==> src/rtl/seg7_mux_capture.sv <==
// Recovers hex digits from a multiplexed active-low 7-segment bus (anode/segment taps).
// Define SEG7_CAPTURE_HEX_EN to also decode the letters A-F.
module seg7_mux_capture #(
  parameter int STABLE_CYCLES = 4
) (
  input  logic        clock,
  input  logic        reset,
  input  logic [3:0]  anode,
  input  logic [6:0]  segment,
  output logic [15:0] digits,
  output logic [3:0]  blank,
  output logic [15:0] frame_value,
  output logic        frame_valid,
  output logic        anode_err,
  output logic        seg_err
);

  localparam logic [7:0]  STABLE_MAX  = 8'(STABLE_CYCLES);
  localparam logic [10:0] SAMPLE_IDLE = 11'h7ff;

  logic [10:0] sample_reg, sample_next;
  logic [7:0]  stable_cnt_reg, stable_cnt_next;
  logic        commit_stb;

  logic [3:0]  digit_sel;
  logic [2:0]  low_count;
  logic        anode_idle, anode_onehot;

  logic [5:0]  seg_info;
  logic        seg_known, seg_blank;
  logic [3:0]  seg_value;

  logic        commit_digit, commit_bad_anode, commit_bad_seg;
  logic [3:0]  digit_we, blank_set, seen_mark;
  logic        frame_done;

  logic [15:0] digits_reg, digits_next;
  logic [3:0]  blank_reg, blank_next;
  logic [3:0]  seen_reg, seen_next;
  logic [15:0] frame_value_reg;
  logic        frame_valid_reg, anode_err_reg, seg_err_reg;

  // Returns {known, blank, value}; unknown patterns return all zeros.
  function automatic logic [5:0] seg_decode(input logic [6:0] seg);
    logic [5:0] r;
    r = 6'b0;
    case (seg)
      7'b1000000: r = {2'b10, 4'h0};
      7'b1111001: r = {2'b10, 4'h1};
      7'b0100100: r = {2'b10, 4'h2};
      7'b0110000: r = {2'b10, 4'h3};
      7'b0011001: r = {2'b10, 4'h4};
      7'b0010010: r = {2'b10, 4'h5};
      7'b0000010: r = {2'b10, 4'h6};
      7'b1111000: r = {2'b10, 4'h7};
      7'b0000000: r = {2'b10, 4'h8};
      7'b0010000: r = {2'b10, 4'h9};
`ifdef SEG7_CAPTURE_HEX_EN
      7'b0001000: r = {2'b10, 4'hA};
      7'b0000011: r = {2'b10, 4'hB};
      7'b1000110: r = {2'b10, 4'hC};
      7'b0100001: r = {2'b10, 4'hD};
      7'b0000110: r = {2'b10, 4'hE};
      7'b0001110: r = {2'b10, 4'hF};
`endif
      7'b1111111: r = {2'b11, 4'h0};
      default:    r = 6'b0;
    endcase
    return r;
  endfunction

  // Commit fires only on the transition into saturation, so a dwell commits once.
  always_comb begin
    sample_next = {anode, segment};
    if (sample_next != sample_reg) begin
      stable_cnt_next = 8'd1;
    end else if (stable_cnt_reg >= STABLE_MAX) begin
      stable_cnt_next = STABLE_MAX;
    end else begin
      stable_cnt_next = stable_cnt_reg + 8'd1;
    end
    commit_stb = (stable_cnt_next == STABLE_MAX) && (stable_cnt_reg != STABLE_MAX);
  end

  always_comb begin
    digit_sel    = ~anode;
    low_count    = {2'b0, digit_sel[0]} + {2'b0, digit_sel[1]}
                 + {2'b0, digit_sel[2]} + {2'b0, digit_sel[3]};
    anode_idle   = (anode == 4'b1111);
    anode_onehot = (low_count == 3'd1);

    seg_info  = seg_decode(segment);
    seg_known = seg_info[5];
    seg_blank = seg_info[4];
    seg_value = seg_info[3:0];

    commit_digit     = commit_stb && !anode_idle && anode_onehot;
    commit_bad_anode = commit_stb && !anode_idle && !anode_onehot;
    commit_bad_seg   = commit_digit && !seg_known;
  end

  genvar gi;
  generate
    for (gi = 0; gi < 4; gi++) begin : g_digit
      assign digit_we[gi]  = commit_digit && seg_known && !seg_blank && digit_sel[gi];
      assign blank_set[gi] = commit_digit && seg_known && seg_blank && digit_sel[gi];
      assign seen_mark[gi] = digit_we[gi] || blank_set[gi];
      assign digits_next[4*gi +: 4] = digit_we[gi] ? seg_value : digits_reg[4*gi +: 4];
      assign blank_next[gi] = digit_we[gi]  ? 1'b0 :
                              blank_set[gi] ? 1'b1 : blank_reg[gi];
    end
  endgenerate

  // The frame snapshot includes the value being committed on this same edge.
  always_comb begin
    seen_next  = seen_reg | seen_mark;
    frame_done = (seen_mark != 4'b0) && (seen_next == 4'b1111);
  end

  always_ff @(posedge clock) begin
    if (reset) begin
      sample_reg      <= SAMPLE_IDLE;
      stable_cnt_reg  <= 8'd0;
      digits_reg      <= 16'h0000;
      blank_reg       <= 4'b1111;
      seen_reg        <= 4'b0000;
      frame_value_reg <= 16'h0000;
      frame_valid_reg <= 1'b0;
      anode_err_reg   <= 1'b0;
      seg_err_reg     <= 1'b0;
    end else begin
      sample_reg      <= sample_next;
      stable_cnt_reg  <= stable_cnt_next;
      digits_reg      <= digits_next;
      blank_reg       <= blank_next;
      seen_reg        <= frame_done ? 4'b0000 : seen_next;
      if (frame_done) begin
        frame_value_reg <= digits_next;
      end
      frame_valid_reg <= frame_done;
      anode_err_reg   <= commit_bad_anode;
      seg_err_reg     <= commit_bad_seg;
    end
  end

  assign digits      = digits_reg;
  assign blank       = blank_reg;
  assign frame_value = frame_value_reg;
  assign frame_valid = frame_valid_reg;
  assign anode_err   = anode_err_reg;
  assign seg_err     = seg_err_reg;

endmodule
==> config.mk <==
export PLATFORM = sky130hd
export DESIGN_NAME = seg7_mux_capture
export DESIGN_NICKNAME = d
export VERILOG_FILES = /design/src/rtl/seg7_mux_capture.sv
export SDC_FILE = /design/constraint.sdc
export NUM_CORES = 1
export LEC_CHECK = 0
export CAP_MARGIN = 20
export CORE_MARGIN = 5
export CORE_UTILIZATION = 52
export DETAILED_ROUTE_END_ITERATION = 10
export GPL_TIMING_DRIVEN = 0
export PLACE_DENSITY = 0.79
export SLEW_MARGIN = 20
export SYNTH_ARGS = -nofsm -noshare
export SYNTH_HDL_FRONTEND = slang
export SYNTH_SLANG_ARGS = --single-unit
==> constraint.sdc <==
create_clock -name clock -period 4.25 [get_ports clock]
set_input_delay 0.85 -clock clock [delete_from_list [all_inputs] [get_ports clock]]
set_output_delay 0.85 -clock clock [all_outputs]
set_load 0.05 [all_outputs]
# --- Word level (Yosys, flattened, before mapping) ---
# Index checks and enable logic that the tools add are counted.
classes:
  addsub: 4
  multipliers: 0
  div: 0
  magnitude_cmp: 1
  n_eq_ne: 16
  shift: 0
  n_mux: 15
  n_bitwise: 2
  n_reduce_logical: 32
op_table:
  columns: ["op", "count"]
  rows:
  - ["case mux 6 bit (11 select lines)", 1]
  - ["equality test 7 bit, second input constant", 4]
  - ["equality test 7 x 5 -> 1 bit, second input constant", 3]
  - ["logical AND 1 bit", 17]
  - ["2-to-1 mux 4 bit", 4]
  - ["2-to-1 mux 8 bit", 2]
  - ["equality test 7 x 6 -> 1 bit, second input constant", 2]
  - ["!= test 11 bit", 1]
  - ["adder 8 x 1 -> 8 bit, second input constant", 1]
  - ["equality test 4 bit, second input constant", 2]
  - ["equality test 8 x 3 -> 1 bit, second input constant", 1]
  - ["greater-or-equal comparator 8 x 3 -> 1 bit, second input constant", 1]
  - ["2-to-1 mux 1 bit", 8]
  - ["!= test 8 x 3 -> 1 bit, second input constant", 1]
  - ["nonzero test 2 bit", 4]
  - ["equality test 7 x 2 -> 1 bit, second input constant", 1]
  - ["logical NOT 7 bit", 1]
  - ["logical NOT 1 bit", 4]
  - ["logical OR 1 bit", 4]
  - ["NOT 4 bit", 1]
  - ["bitwise OR 4 bit", 1]
  - ["nonzero test 4 bit", 1]
  - ["adder 2 x 1 -> 3 bit", 1]
  - ["adder 3 x 1 -> 3 bit", 1]
  - ["other kinds (3)", 3]
word_totals:
  register_bits: 62
  latch_bits: 0
  mem_bits_rw: 0
  mem_bits_ro: 0
  inputBits: 13
  output_inout_bits: 39
  word_cells: 82
  memories: 0

# --- Logic depth before layout (Yosys ltp) ---
logic_depth:
  word_depth: 15
  depth_mapped: 10
  ltp_nobuf: 9

# --- Least setup slack after synthesis ---
# OpenSTA, ideal clock, no wires.
synth_timing:
  path_type: "input -> register"
  start: "in anode[0]"
  end: "reg frame_value_reg[10], in the netlist frame_value[10]"
  setup_ns: 0.128
  arrival_ns: 3.185
  t_required_ns: 4.122
  setup_slack_ns: 0.937
  cell_stages: 10
  path_buffers: 1
  cell_sequence: "fa_1 > inv_1 > ha_1 > ha_1 > nor3b_1 > nand3_2 > nor4_4 > buf_4 > mux2i_1 > nor2_1"
synth_between:
  elab_chain_cells: 13
  word_cells_on_any_way: 33
  cone_classes: "add/sub (3); eq/ne (5); mux (2); bitwise (2); reduce/logical (21)"
synth_lines:
  columns: ["item", "line_no", "text"]
  rows:
  - ["start, declared", "8", "input logic [3:0] anode,"]
  - ["NOT 4 bit / != test 11 bit (equally long branches)", "86, 75", null]
  - ["adder 1 x 1 -> 2 bit / 2-to-1 mux 8 bit (equally long branches)", "87, 75", null]
  - ["adder 2 x 1 -> 3 bit / equality test 8 x 3 -> 1 bit (equally long branches)", "88, 82", null]
  - ["adder 3 x 1 -> 3 bit / logical AND 1 bit (equally long branches)", "88, 82", null]
  - ["equality test 3 x 1 -> 1 bit / logical AND 1 bit (equally long branches)", "90, 97", null]
  - ["logical AND 1 bit", "97", "commit_digit = commit_stb && !anode_idle && anode_onehot;"]
  - ["logical AND 1 bit", "105, 106", null]
  - ["logical AND 1 bit, on equally long branches (2 in series)", "105, 106", null]
  - ["logical OR 1 bit", "107", "assign seen_mark[gi] = digit_we[gi] || blank_set[gi];"]
  - ["bitwise OR 4 bit", "116", "seen_next = seen_reg | seen_mark;"]
  - ["equality test 4 bit", "117", "frame_done = (seen_mark != 4'b0) && (seen_next == 4'b1111);"]
  - ["logical AND 1 bit", "117", null]
  - ["end signal, assigned", "138", "frame_value_reg <= digits_next;"]
  - ["end, declared", "40", "logic [15:0] frame_value_reg;"]
# Parallel ways exist; a longest one is shown, timed or not.
# A chain may end at the register's enable or synchronous reset.

# --- Worst setup path in the final report ---
layout_timing:
  start: "in anode[1]"
  end: "reg frame_value_reg[5], in the netlist frame_value[5]"
# Same word-level chain as after synthesis.

==> metrics.csv <==
stage,metric,value,unit
setup_path,"Largest stage delay, worst path",0.64,ns
detailed_routing,drt initial violations,170,
pwr,clock network fraction of total power,45.6,%
cts,Post-CTS Resized,0,
cells_and_area,final core occ,69.18,%
synth,number of synthesized flops with an enable pin,0,
detailed_routing,vias,2370,
cells_and_area,ANT cells,0,
cts,Post-CTS Setup Inserts,0,
detailed_routing,Routed WL,6736,um
cells_and_area,Layout Nets,381,
min_path,HP Class,reg2reg,
setup_path,"delay-heaviest family, CP",simple AND/OR/NAND/NOR gates,
floorplanning,die area,7007,um^2
setup_path,Setup crit start kind,input pin,
cts,Root Buffer Master,clkbuf_8,
outcome,outcome,completed,
place,GPL Wtd Cong,0.8702,
detailed_routing,DRC viols,0,
floorplanning,Die Wd,83.71,um
sta,fmax,248.5,MHz
global_route,vias in the first global route,2344,
synth,"Avg Cell Area, Syn",9.355,um^2
place,Post-DP HPWL,4764,um
setup_path,crit end category,flip-flop,
floorplanning,Initial Util,54.28,%
detailed_routing,Pre-antenna DRT Iters,4,
sta,Period minus WS final,4.024,ns
floorplanning,Ports,52,
sta,total negative slack,0,ns
sta,Rel. slew slack,49.27,%
synth,ys flop type,dfxtp_1,
pwr,VDD IR-drop max,260.1,uV
cells_and_area,fraction of layout cells with a size suffix above 1,14.99,%
cts,CTS tree,done,
setup_path,CP Class,in2reg,
sta,RSZ-0062 raised after global routing,no,
sta,final setup violation count,0,
cells_and_area,Synth-to-Final Area Change,27.46,%
cells_and_area,"commonest non-fill, non-tap cell in the layout",dfxtp_1,
synth,"Seq/Total Area, Yosys",43.93,%
cts,Clock Tree Buf Depth,2,
setup_path,cell mode on critical path,ha_1,
global_route,all-layer global routing usage,20.30,%
cells_and_area,Non-Filler Instances,437,
setup_path,Crit-path slowest cell,clkdlybuf4s50_1,
synth,"Async S/R FF share, synth",0,%
pwr,cell area power density,354.6,nW/um^2
pwr,P_int,0.9718,mW
pwr,total power,1.277,mW
detailed_routing,vias per inst,5.423,
sta,Final WS setup,0.2258,ns
pwr,Sw Share,23.89,%
floorplanning,row count,26,
cts,clock latency on the worst-skew pair,0.35,ns
floorplanning,Core Region,5205,um^2
global_route,maximum number of pins on one net before global-route repair,12,
sta,Slew @ Worst Pin,0.7564,ns
global_route,GR Overflow Total,0,
sta,Worst Skew,0.006453,ns
global_route,first-pass GRT wire length,11410,um
setup_path,worst path cell trace,"clkdlybuf4s50_1, fa_1, inv_1, ha_1, ha_1, nor3b_1, nand3_2, nor4_4, buf_4, mux2i_1, nor2_1",
place,port bufs,45,
synth,synthesized area,2825,um^2
pwr,net switching power,0.3050,mW
cts,Worst-path clk slew,0.07,ns
pwr,Reg power frac,46.4,%
cts,clock sink count,62,
synth,post-synthesis register bit count,62,
setup_path,required time of the critical path,4.47,ns
detailed_routing,post-route ant nets,0,
cts,CTS Buf Count,9,
sta,Final Max Tran Viols,0,
cells_and_area,most frequent cells in the layout,"dfxtp_1 (62), nor2_1 (53), clkdlybuf4s50_1 (45), mux2i_1 (21), a21oi_1 (19)",
synth,cells after synthesis,302,
synth,Syn. warnings,0,
cts,H-tree level count,3,
detailed_routing,drt wl/cell,15.41,um
pwr,Comb pwr share,8.0,%
cells_and_area,fill count,423,
sta,Fin. Hold Viols,0,
setup_path,"Arr. time, crit path",4.25,ns
global_route,initial antenna violation count,0,
synth,Netlist cell types,55,
floorplanning,Die Ht,83.71,um
place,Place WS,-0.1204,ns
place,placed cells,421,
pwr,P_leak,1.367,nW
cts,cts hold-fix bufs,0,
setup_path,Buf/Inv on CP,3,
setup_path,Crit Path Max Fanout,10,
sta,fin crit share,94.69,%
job,max-cap violation count,0,
==> per-stage QoR <==
stage               hold WS [ns]  cell area (um^2)
floorplan                 0.4357              2840
global placement          0.4438              3378
detailed placement        0.4586              3378
CTS                       0.4748              3601
global route              0.4894              3601
finish                    0.4708              3601
==> per-layer routing <==
| layer | global-route usage [%] | part of all wire [%] | vias to the layer above | wire, um |
|---|---|---|---|---|
| li1 | - | - | 1169 | - |
| met1 | 25.79 | 46 | 1116 | 3128 |
| met2 | 31.31 | 45 | 73 | 3036 |
| met3 | 6.318 | 6.4 | 12 | 434 |
| met4 | 9.503 | 2.0 | 0 | 136 |
| met5 | 0 | 0 | - | 0 |
==> synthesized netlist by cell type, types with 3 or more instances <==
cell type / instances / area (um^2)
dfxtp_1: 62 / 1241
nor2_1: 53 / 198.9
mux2i_1: 21 / 210.2
a21oi_1: 19 / 95.09
nand2_1: 11 / 41.29
or2_2: 11 / 68.82
xor2_1: 11 / 96.34
clkbuf_1: 10 / 37.54
inv_1: 9 / 33.78
buf_2: 7 / 35.03
o21ai_0: 6 / 30.03
ha_1: 5 / 62.56
nor3_1: 5 / 25.02
o21a_1: 5 / 37.54
a311oi_1: 4 / 35.03
nand4_1: 4 / 25.02
a211oi_2: 3 / 37.54
a32oi_2: 3 / 48.80
nand4_2: 3 / 37.54
nor3b_1: 3 / 22.52
or4_1: 3 / 22.52
==> layout make-up <==
type | count | area [um^2] | area share, %
inverters | 9 | 33.78 | 0.9382
repair buffers | 45 | 450.4 | 12.51
flip-flops and latches | 62 | 1241 | 34.47
plain buffers | 21 | 102.6 | 2.849
clock inverters | 6 | 85.08 | 2.363
well taps | 70 | 87.58 | 2.432
multi-input cells | 214 | 1463 | 40.62
clock buffers | 10 | 137.6 | 3.822
==> worst register-to-register path: stages (launching register included) <==
cell and delay [ns]:
dfxtp_1 0.35, inv_1 0.06, ha_1 0.30, nor4bb_1 0.29, or4_4 0.20, nand3_2 0.13
nor4_4 0.46, buf_4 0.30, mux2i_1 0.23, nor2_1 0.05
==> cells by family (layout without fill, tap and decap cells) <==
group | after synthesis | count (layout) | share of synthesized area (%)
other cells | 1 | 5 | 0.1327
simple gates | 116 | 116 | 22.99
fa+ha+maj | 6 | 6 | 2.923
xor+xnor | 12 | 12 | 3.720
mux | 21 | 21 | 7.440
compound gates | 54 | 54 | 14.04
flops | 62 | 62 | 43.93
buf+inv | 30 | 91 | 4.827
==> power by group through the flow <==
stage                     clock network [mW]  logic [mW]  registers [mW]
after floorplan                            0      0.0739           0.606
after global placement                     0      0.0996           0.606
after detailed placement                   0       0.101           0.606
after CTS                              0.590       0.102           0.593
after global routing                   0.615       0.113           0.594
final                                  0.582       0.102           0.593
==> worst paths after layout <==
check                                endpoint  cells after the start                    startpoint  slack (ns)
setup / recovery  frame_value[5]$_SDFFE_PP0P_                     11                      anode[1]        0.23
hold / removal         seen_reg[3]$_SDFF_PP0_                      1        seen_reg[3]$_SDFF_PP0_        0.47
hold reg to reg        seen_reg[3]$_SDFF_PP0_                      1        seen_reg[3]$_SDFF_PP0_        0.47
setup reg to reg  frame_value[5]$_SDFFE_PP0P_                      9  stable_cnt_reg[0]$_SDFF_PP0_        1.76
Power figures use the tool's default switching activity.
